===== config.mk =====
export PLATFORM = sky130hd
export DESIGN_NAME = idli_fetch_m
export DESIGN_NICKNAME = d
export VERILOG_FILES = /design/src/rtl/idli_fetch_m.sv
export SDC_FILE = /design/constraint.sdc
export NUM_CORES = 1
export LEC_CHECK = 0
export BUFFER_PORTS_ARGS = -buffer_cell sky130_fd_sc_hd__buf_2
export CORE_MARGIN = 5
export CORE_UTILIZATION = 35
export CTS_CLUSTER_DIAMETER = 200
export CTS_CLUSTER_SIZE = 30
export DETAILED_ROUTE_END_ITERATION = 16
export PLACE_DENSITY = 0.62
export SLEW_MARGIN = 30
export SYNTH_ARGS = -nofsm -noshare
export SYNTH_HDL_FRONTEND = slang
export SYNTH_SLANG_ARGS = --single-unit

===== constraint.sdc =====
create_clock -name i_fch_gck -period 2.4 [get_ports i_fch_gck]
set_clock_uncertainty 0.05 [all_clocks]
set_input_delay 0.24 -clock i_fch_gck [delete_from_list [all_inputs] [get_ports i_fch_gck]]
set_output_delay 0.24 -clock i_fch_gck [all_outputs]
set_load 0.01 [all_outputs]

===== src/rtl/idli_fetch_m.sv =====
// Instruction fetch front end: issues SQI read bursts (cmd 0x03, 24b address, dummy
// turnaround) and streams the returned nibbles to the decoder with the word PC.
module idli_fetch_m #(
   parameter int          DUMMY_CYCLES = 2,
   parameter logic [15:0] RST_PC       = 16'h0000
) (
   input  logic        i_fch_gck,
   input  logic        i_fch_rst,
   input  logic        i_fch_redir,
   input  logic [15:0] i_fch_redir_pc,
   output logic        o_fch_sqi_cs_n,
   output logic [3:0]  o_fch_sqi_sio,
   output logic        o_fch_sqi_sio_oe,
   input  logic [3:0]  i_fch_sqi_sio,
   output logic [3:0]  o_fch_enc,
   output logic        o_fch_enc_vld,
   output logic [15:0] o_fch_pc
);

   typedef enum logic [2:0] {IDLE, CMD, ADDR, DUMMY, DATA} state_t;

   state_t      r_state;
   logic [7:0]  r_cyc;
   logic [1:0]  r_nib;
   logic [15:0] r_pend_pc;
   logic [15:0] r_pc;
   logic [23:0] r_addr;
   logic        r_cs_n;
   logic        r_oe;
   logic [3:0]  r_sio;
   logic [3:0]  r_enc;
   logic        r_vld;
   logic        w_wrap;

   // The next load would belong to PC 0x10000; the memory stream would be at byte
   // 0x20000 instead of 0, so the burst is restarted at PC 0.
   assign w_wrap = (r_state == DATA) && r_vld && (r_nib == 2'd0) && (r_pc == 16'hFFFF);

   // NOTE: sequential state uses non-blocking assignments only, so every branch
   // below sees the pre-edge values of all registers.
   always_ff @(posedge i_fch_gck or posedge i_fch_rst) begin
      if (i_fch_rst) begin
         r_state   <= IDLE;
         r_cyc     <= 8'd0;
         r_nib     <= 2'd0;
         r_pend_pc <= RST_PC;
         r_pc      <= RST_PC;
         r_addr    <= 24'd0;
         r_cs_n    <= 1'b1;
         r_oe      <= 1'b0;
         r_sio     <= 4'h0;
         r_enc     <= 4'h0;
         r_vld     <= 1'b0;
      end else if (i_fch_redir || w_wrap) begin
         r_state   <= IDLE;
         r_cyc     <= 8'd0;
         r_nib     <= 2'd0;
         r_pend_pc <= i_fch_redir ? i_fch_redir_pc : 16'h0000;
         r_pc      <= i_fch_redir ? i_fch_redir_pc : 16'h0000;
         r_cs_n    <= 1'b1;
         r_oe      <= 1'b0;
         r_sio     <= 4'h0;
         r_vld     <= 1'b0;
      end else begin
         case (r_state)
            IDLE: begin
               r_addr  <= {7'b0, r_pend_pc, 1'b0};
               r_pc    <= r_pend_pc;
               r_state <= CMD;
               r_cyc   <= 8'd0;
               r_cs_n  <= 1'b0;
               r_oe    <= 1'b1;
               r_sio   <= 4'h0;
            end
            CMD: begin
               if (r_cyc == 8'd0) begin
                  r_cyc <= 8'd1;
                  r_sio <= 4'h3;
               end else begin
                  r_cyc   <= 8'd0;
                  r_state <= ADDR;
                  r_sio   <= r_addr[23:20];
                  r_addr  <= {r_addr[19:0], 4'h0};
               end
            end
            ADDR: begin
               if (r_cyc == 8'd5) begin
                  r_cyc   <= 8'd0;
                  r_state <= DUMMY;
                  r_oe    <= 1'b0;
                  r_sio   <= 4'h0;
               end else begin
                  r_cyc  <= r_cyc + 8'd1;
                  r_sio  <= r_addr[23:20];
                  r_addr <= {r_addr[19:0], 4'h0};
               end
            end
            DUMMY: begin
               if (r_cyc == 8'(DUMMY_CYCLES - 1)) begin
                  r_cyc   <= 8'd0;
                  r_state <= DATA;
               end else begin
                  r_cyc <= r_cyc + 8'd1;
               end
            end
            DATA: begin
               // PC advances with the first nibble of every instruction but the burst's first.
               r_enc <= i_fch_sqi_sio;
               r_vld <= 1'b1;
               r_nib <= r_nib + 2'd1;
               if (r_vld && (r_nib == 2'd0))
                  r_pc <= r_pc + 16'd1;
            end
            default: r_state <= IDLE;
         endcase
      end
   end

   assign o_fch_sqi_cs_n   = r_cs_n;
   assign o_fch_sqi_sio    = r_sio;
   assign o_fch_sqi_sio_oe = r_oe;
   assign o_fch_enc        = r_enc;
   assign o_fch_enc_vld    = r_vld;
   assign o_fch_pc         = r_pc;

endmodule


---- Word level (Yosys, flattened, before mapping) ----
Index checks and enable logic that the tools add are counted.
storage, ports and cells
  flip-flop bits (word level) ............. 80
  input port bits ......................... 23
  output and inout bits ................... 27
operators by class
  add/sub/neg operators ................... 3
  equality and inequality tests ........... 14
  multiplexer cells ....................... 30
  bitwise logic cells ..................... 1
  reductions and logical operators ........ 20
operators with widths
  kind                     count
  $pmux W24 S3             1
  $mux W16                 3
  $mux W24                 2
  $pmux W16 S2             1
  $pmux W8 S4              1
  $mux W8                  3
  $add A16 B1 Y16 const B  1
  $eq A16 B16 Y1 const B   1
  $pmux W3 S5              1
  $mux W3                  4
  $mux W4                  3
  $pmux W4 S3              1
  $ne A3 B3 Y1 const B     3
  $reduce_bool A3 Y1       3
  $add A8 B1 Y8 const B    1
  $eq A8 B1 Y1 const B     1
  $eq A8 B3 Y1 const B     1
  $logic_not A8 Y1         1
  $reduce_and A4 Y1        2
  $mux W1                  7
  $eq A3 B2 Y1 const B     2
  $reduce_and A2 Y1        3
  $reduce_bool A5 Y1       1
  $logic_and A1 B1 Y1      4
  14 further kinds         17

---- Depth between registers and ports, before layout ----
  depth after elaboration ................. 7
  mapped depth ............................ 9
  mapped depth without buffers ............ 7

---- Worst setup path after synthesis ----
Ideal clock, no wire load.
  path kind ............................... reg2reg
  start point ............................. register r_pc[0] (netlist: o_fch_pc[0])
  end point ............................... register r_cyc[7]
  setup time .............................. 0.127 ns
  data arrival time ....................... 1.810 ns
  required time ........................... 2.223 ns
  slack ................................... 0.413 ns
  stages on the path, launching flop included .. 9
  path buffers ............................ 2
  period minus slack after synthesis ...... 1.987 ns
  path through ............................ dfrtp_1 > ha_1 > nand3_1 > nor2_1 > buf_2 > a31oi_2 > buf_6 > a221oi_2 > a21oi_1
on the way
  longest elaborated chain between the ends .. 4
  elaborated cells between the ends (all ways) .. 5
  classes of those cells .................. eq/ne (1); mux (1); reduce/logical (3)
RTL lines
  item                                                            line  source
  start, declared                                                 26    logic [15:0] r_pc;
  start signal, assigned                                          59    r_pc <= i_fch_redir ? i_fch_redir_pc : 16'h0000;
  start signal, assigned                                          68    r_pc <= r_pend_pc;
  start signal, assigned                                          112   r_pc <= r_pc + 16'd1;
  $eq A16 B16 Y1 (*)                                              37    assign w_wrap = (r_state == DATA) && r_vld && (r_nib == 2'd0) && (r_pc == 16'hFFFF);
  $logic_and A1 B1 Y1 (*)                                         37
  $logic_or A1 B1 Y1 (*)                                          54    end else if (i_fch_redir || w_wrap) begin
  $reduce_bool A5 Y1 (no source line) or $mux W8 (tied branches)  --
  end signal, assigned                                            93    r_cyc <= r_cyc + 8'd1;
  end signal, assigned                                            103   r_cyc <= r_cyc + 8'd1;
  end, declared                                                   23    logic [7:0] r_cyc;
Every way passes the cells marked *; elsewhere a longest branch is shown, timed or not.
A chain may end at the register's enable or synchronous reset.

---- Worst setup path in the final report ----
  start point ............................. register r_state[1]
  end point ............................... register r_pc[7] (netlist: o_fch_pc[7])
on the way
  longest elaborated chain between the ends .. 7
  elaborated cells between the ends (all ways) .. 11
  classes of those cells .................. eq/ne (2); mux (2); reduce/logical (7)
RTL lines
  item                                                                 line    source
  start, declared                                                      22      state_t r_state;
  start signal, assigned                                               43      r_state <= IDLE;
  start signal, assigned                                               55      r_state <= IDLE;
  start signal, assigned                                               69      r_state <= CMD;
  $eq A3 B3 Y1                                                         37, 65
  $logic_and A1 B1 Y1 (3 in a row)                                     37
  $logic_or A1 B1 Y1                                                   54
  $ne A3 B1 Y1 (no source line) or $reduce_bool A3 Y1 (tied branches)  --
  $reduce_and A2 Y1 (no source line)                                   --
Several ways; a longest one is shown, not always the timed one.

==> impl_metrics.ini <==
[logic_synthesis]
syn_area_per_cell_sq_um = 9.23
synthTopCellsByArea = dfrtp_1 (48%), nand2_1 (5.2%), nor2_1 (4.1%), o21ai_0 (3.8%), a22o_1 (3.4%)
synth_seq_area_share_pct = 48.5
syn_inst = 442
syn-num-nets = 470
yosys_warnings = 0
async_flop_share_pct = 100
ys_seq_elements = 79
synth.distinct_cells = 61
synth_ff_type = dfrtp_1
yosysTopAreaCell = dfrtp_1
synth_area_sq_mm = 0.00408
synth_top_area_share_pct = 47.9
synth_edf_count = 0

[clocking]
ctsResizeCount = 0
htreeDepth = 3
clk_latency_ps = 340
ctsRootBufferMaster = clkbuf_16
cts.sinks = 79
clock_path_buffers = 2
cts_tree = yes
cts.clk_slew.worst_paths_ps = 60
numCtsBuffers = 9

[routing]
drt-initial-drc-count = 286
num_vias = 3556
drt_pre_antenna_iters = 7
postRouteAntennaNets = 0
wl_per_cell_microns = 17.1
drt_wl_total_microns = 10900
routed_via_density = 5.54
drc = 0

[floorplanning]
dieHeight_microns = 118
core_area_sq_mm = 0.0114
rows = 39
io_pins = 50
chipWidth_microns = 118
start_util_pct = 35.7
die_area_sq_mm = 0.0139

[global_route]
grt_overflow = 0
grt_pass1_wl_microns = 18100
antenna_found_initial = 0
grt_max_degree = 47
gr-usage-all-layers_pct = 16.0
grt_pass1_vias = 3434

[sta]
relSlewSlack_pct = 49.1
max_freq_mhz = 449
hold_viol_final = 0
fin_crit_sh_pct = 92.8
slew_viol_final = 0
setup_viol = 0
min_period_ps = 2230
hold_ws_ps = 43.6
worstMarginPinSlew_ps = 763
rsz0062_at_grt = no
tns_ps = 0

[pwr]
power_leakage_nw = 2.24
ir_worst_vdd_v = 0.000406
powerDensity_mw_per_mm2 = 1030

[placed_design]
gp_congestion = 0.860
place_hpwl_microns = 7890
portBuffers = 49

[critical_path]
worstSetupStartpointType = flip-flop
crit_path_end_kind = flip-flop
crit_type = reg2reg
arrival_ps = 2450
crit_required_ps = 2630
critPathMaxFanout = 20

[run]
cap_violations = 0

[status]
status = finished, final reports clean

[finish]
layout-drive-gt1-share_pct = 18.2
antennaDiodeCount = 0
nNetsFinal = 522
areaGrowthSynthToFinish_pct = 18.8

[hold_path]
hold_class = in2reg
-- timing repair --
item | in CTS | in global routing
setup buffers | 0 | 0
hold buffers | 1 | 0
hold endpoints to repair | 35 | 0
-- layout make-up --
type	count	area, sq um
Clock inverter	3	42.5
Fill cell	1128	6570
Tap cell	143	179
Inverter	24	91.3
Timing Repair Buffer	67	408
Sequential cell	79	1980
Clock buffer	13	250
Multi-Input combinational cell	313	1900
-- synth_stat cells (2+ instances only) --
master and number:
a221oi_1 4, a21oi_1 26, ha_1 5, a211o_1 3, dfrtp_1 78, o22ai_1 3, nand4_1 5, o21a_1 3
a21o_1 4, a22o_1 16, nor4_4 2, buf_2 5, a32oi_1 3, inv_1 24, a2bb2oi_1 3, nor2b_1 3
nor2_1 45, nand3b_1 4, clkbuf_1 17, mux2i_1 13, nor4_1 4, a22oi_1 2, nand3_1 20, nand2_1 57
a311oi_1 2, and3_1 5, o31ai_1 2, and2_1 3, a31oi_1 7, a211oi_1 5, o21ai_1 4, o21ai_0 31
nor3_1 5, buf_1 2
-- critical path, cell delays in order, from the launching register on --
cell	delay, ps
dfrtp_1	510
or3b_1	740
nor4_1	370
a21oi_1	60
o21ai_0	260
a22o_1	170
-- cell usage in the layout, fill, tap and decap left out, types with 2 or more instances in the layout --
cell	instances
a221oi_1	4
o31ai_1	2
a21o_1	4
a21oi_1	26
a22oi_1	2
a31oi_1	7
clkinv_2	2
a311oi_1	2
o21ai_1	4
dfrtp_1	78
nand4_1	5
a2bb2oi_1	3
buf_2	49
ha_1	5
buf_12	2
a211o_1	3
nor2_1	45
mux2i_1	13
buf_4	15
and2_1	3
clkbuf_16	9
nor2b_1	3
inv_1	23
clkbuf_1	3
and3_1	5
nor3_1	5
a22o_1	16
nor4_4	2
o22ai_1	3
a32oi_1	3
a211oi_1	5
o21a_1	3
nor4_1	4
o21ai_0	31
nand3b_1	4
nand3_1	20
nand2_1	57
-- state kept, by name (all words and copies together), names as in the netlist --
register,flops
r_addr,23
o_fch_pc,16
r_pend_pc,16
r_cyc,8
o_fch_enc,4
o_fch_sqi_sio,4
r_state,3
r_nib,2
o_fch_enc_vld,1
o_fch_sqi_cs_n,1
o_fch_sqi_sio_oe,1
-- metrics by stage --
step | power (mW) | instances | instance area, sq um | utilization, % | worst slack (ps)
floorplan | 3.08 | 442 | 4080 | - | 88.3
global placement | 3.60 | 625 | 4540 | 39.8 | 289
detailed placement | 3.64 | 625 | 4540 | 39.8 | 279
CTS | 5.02 | 642 | 4840 | 42.4 | 252
global route | 5.31 | 642 | 4840 | 42.4 | 2.25
finish | 4.98 | 642 | 4840 | 42.4 | 172
-- power breakdown --
group	internal, mW	switching, mW
combinational	0.687	0.931
sequential	1.67	0.319
clock	0.834	0.540
-- logic make-up (layout without fill, tap and decap cells) --
kind of cell	count (synthesis)	in the layout	share of synthesized area (%)
buffers and inverters	50	107	5.03
muxes	14	14	3.47
DFF	79	79	48.5
and+or+nand+nor	162	162	19.5
xor gates and xnor gates	2	2	0.430
AOI/OAI and AO/OA	130	130	21.5
adders and majority gates	5	5	1.53
-- worst paths after layout --
check,end,slack [ps],cells past startpoint,from
setup / recovery,o_fch_pc[7],170,5,r_state[1]
hold / removal,o_fch_enc[0],40,3,i_fch_sqi_sio[0]
setup reg to reg,o_fch_pc[7],170,5,r_state[1]
hold reg to reg,o_fch_enc[2],420,2,o_fch_enc[2]
max in group asynchronous,o_fch_sqi_cs_n,1130,4,i_fch_rst
min in group asynchronous,r_addr[19],460,3,i_fch_rst
-- routing by layer --
layer	routed length (microns)	vias to the layer above	track usage, %
li1	-	1686	-
met1	5170	1754	22.4
met2	4960	99	23.9
met3	548	17	3.70
met4	270	0	6.09
met5	0	-	0
No activity file was read; power rests on OpenSTA's default activity.
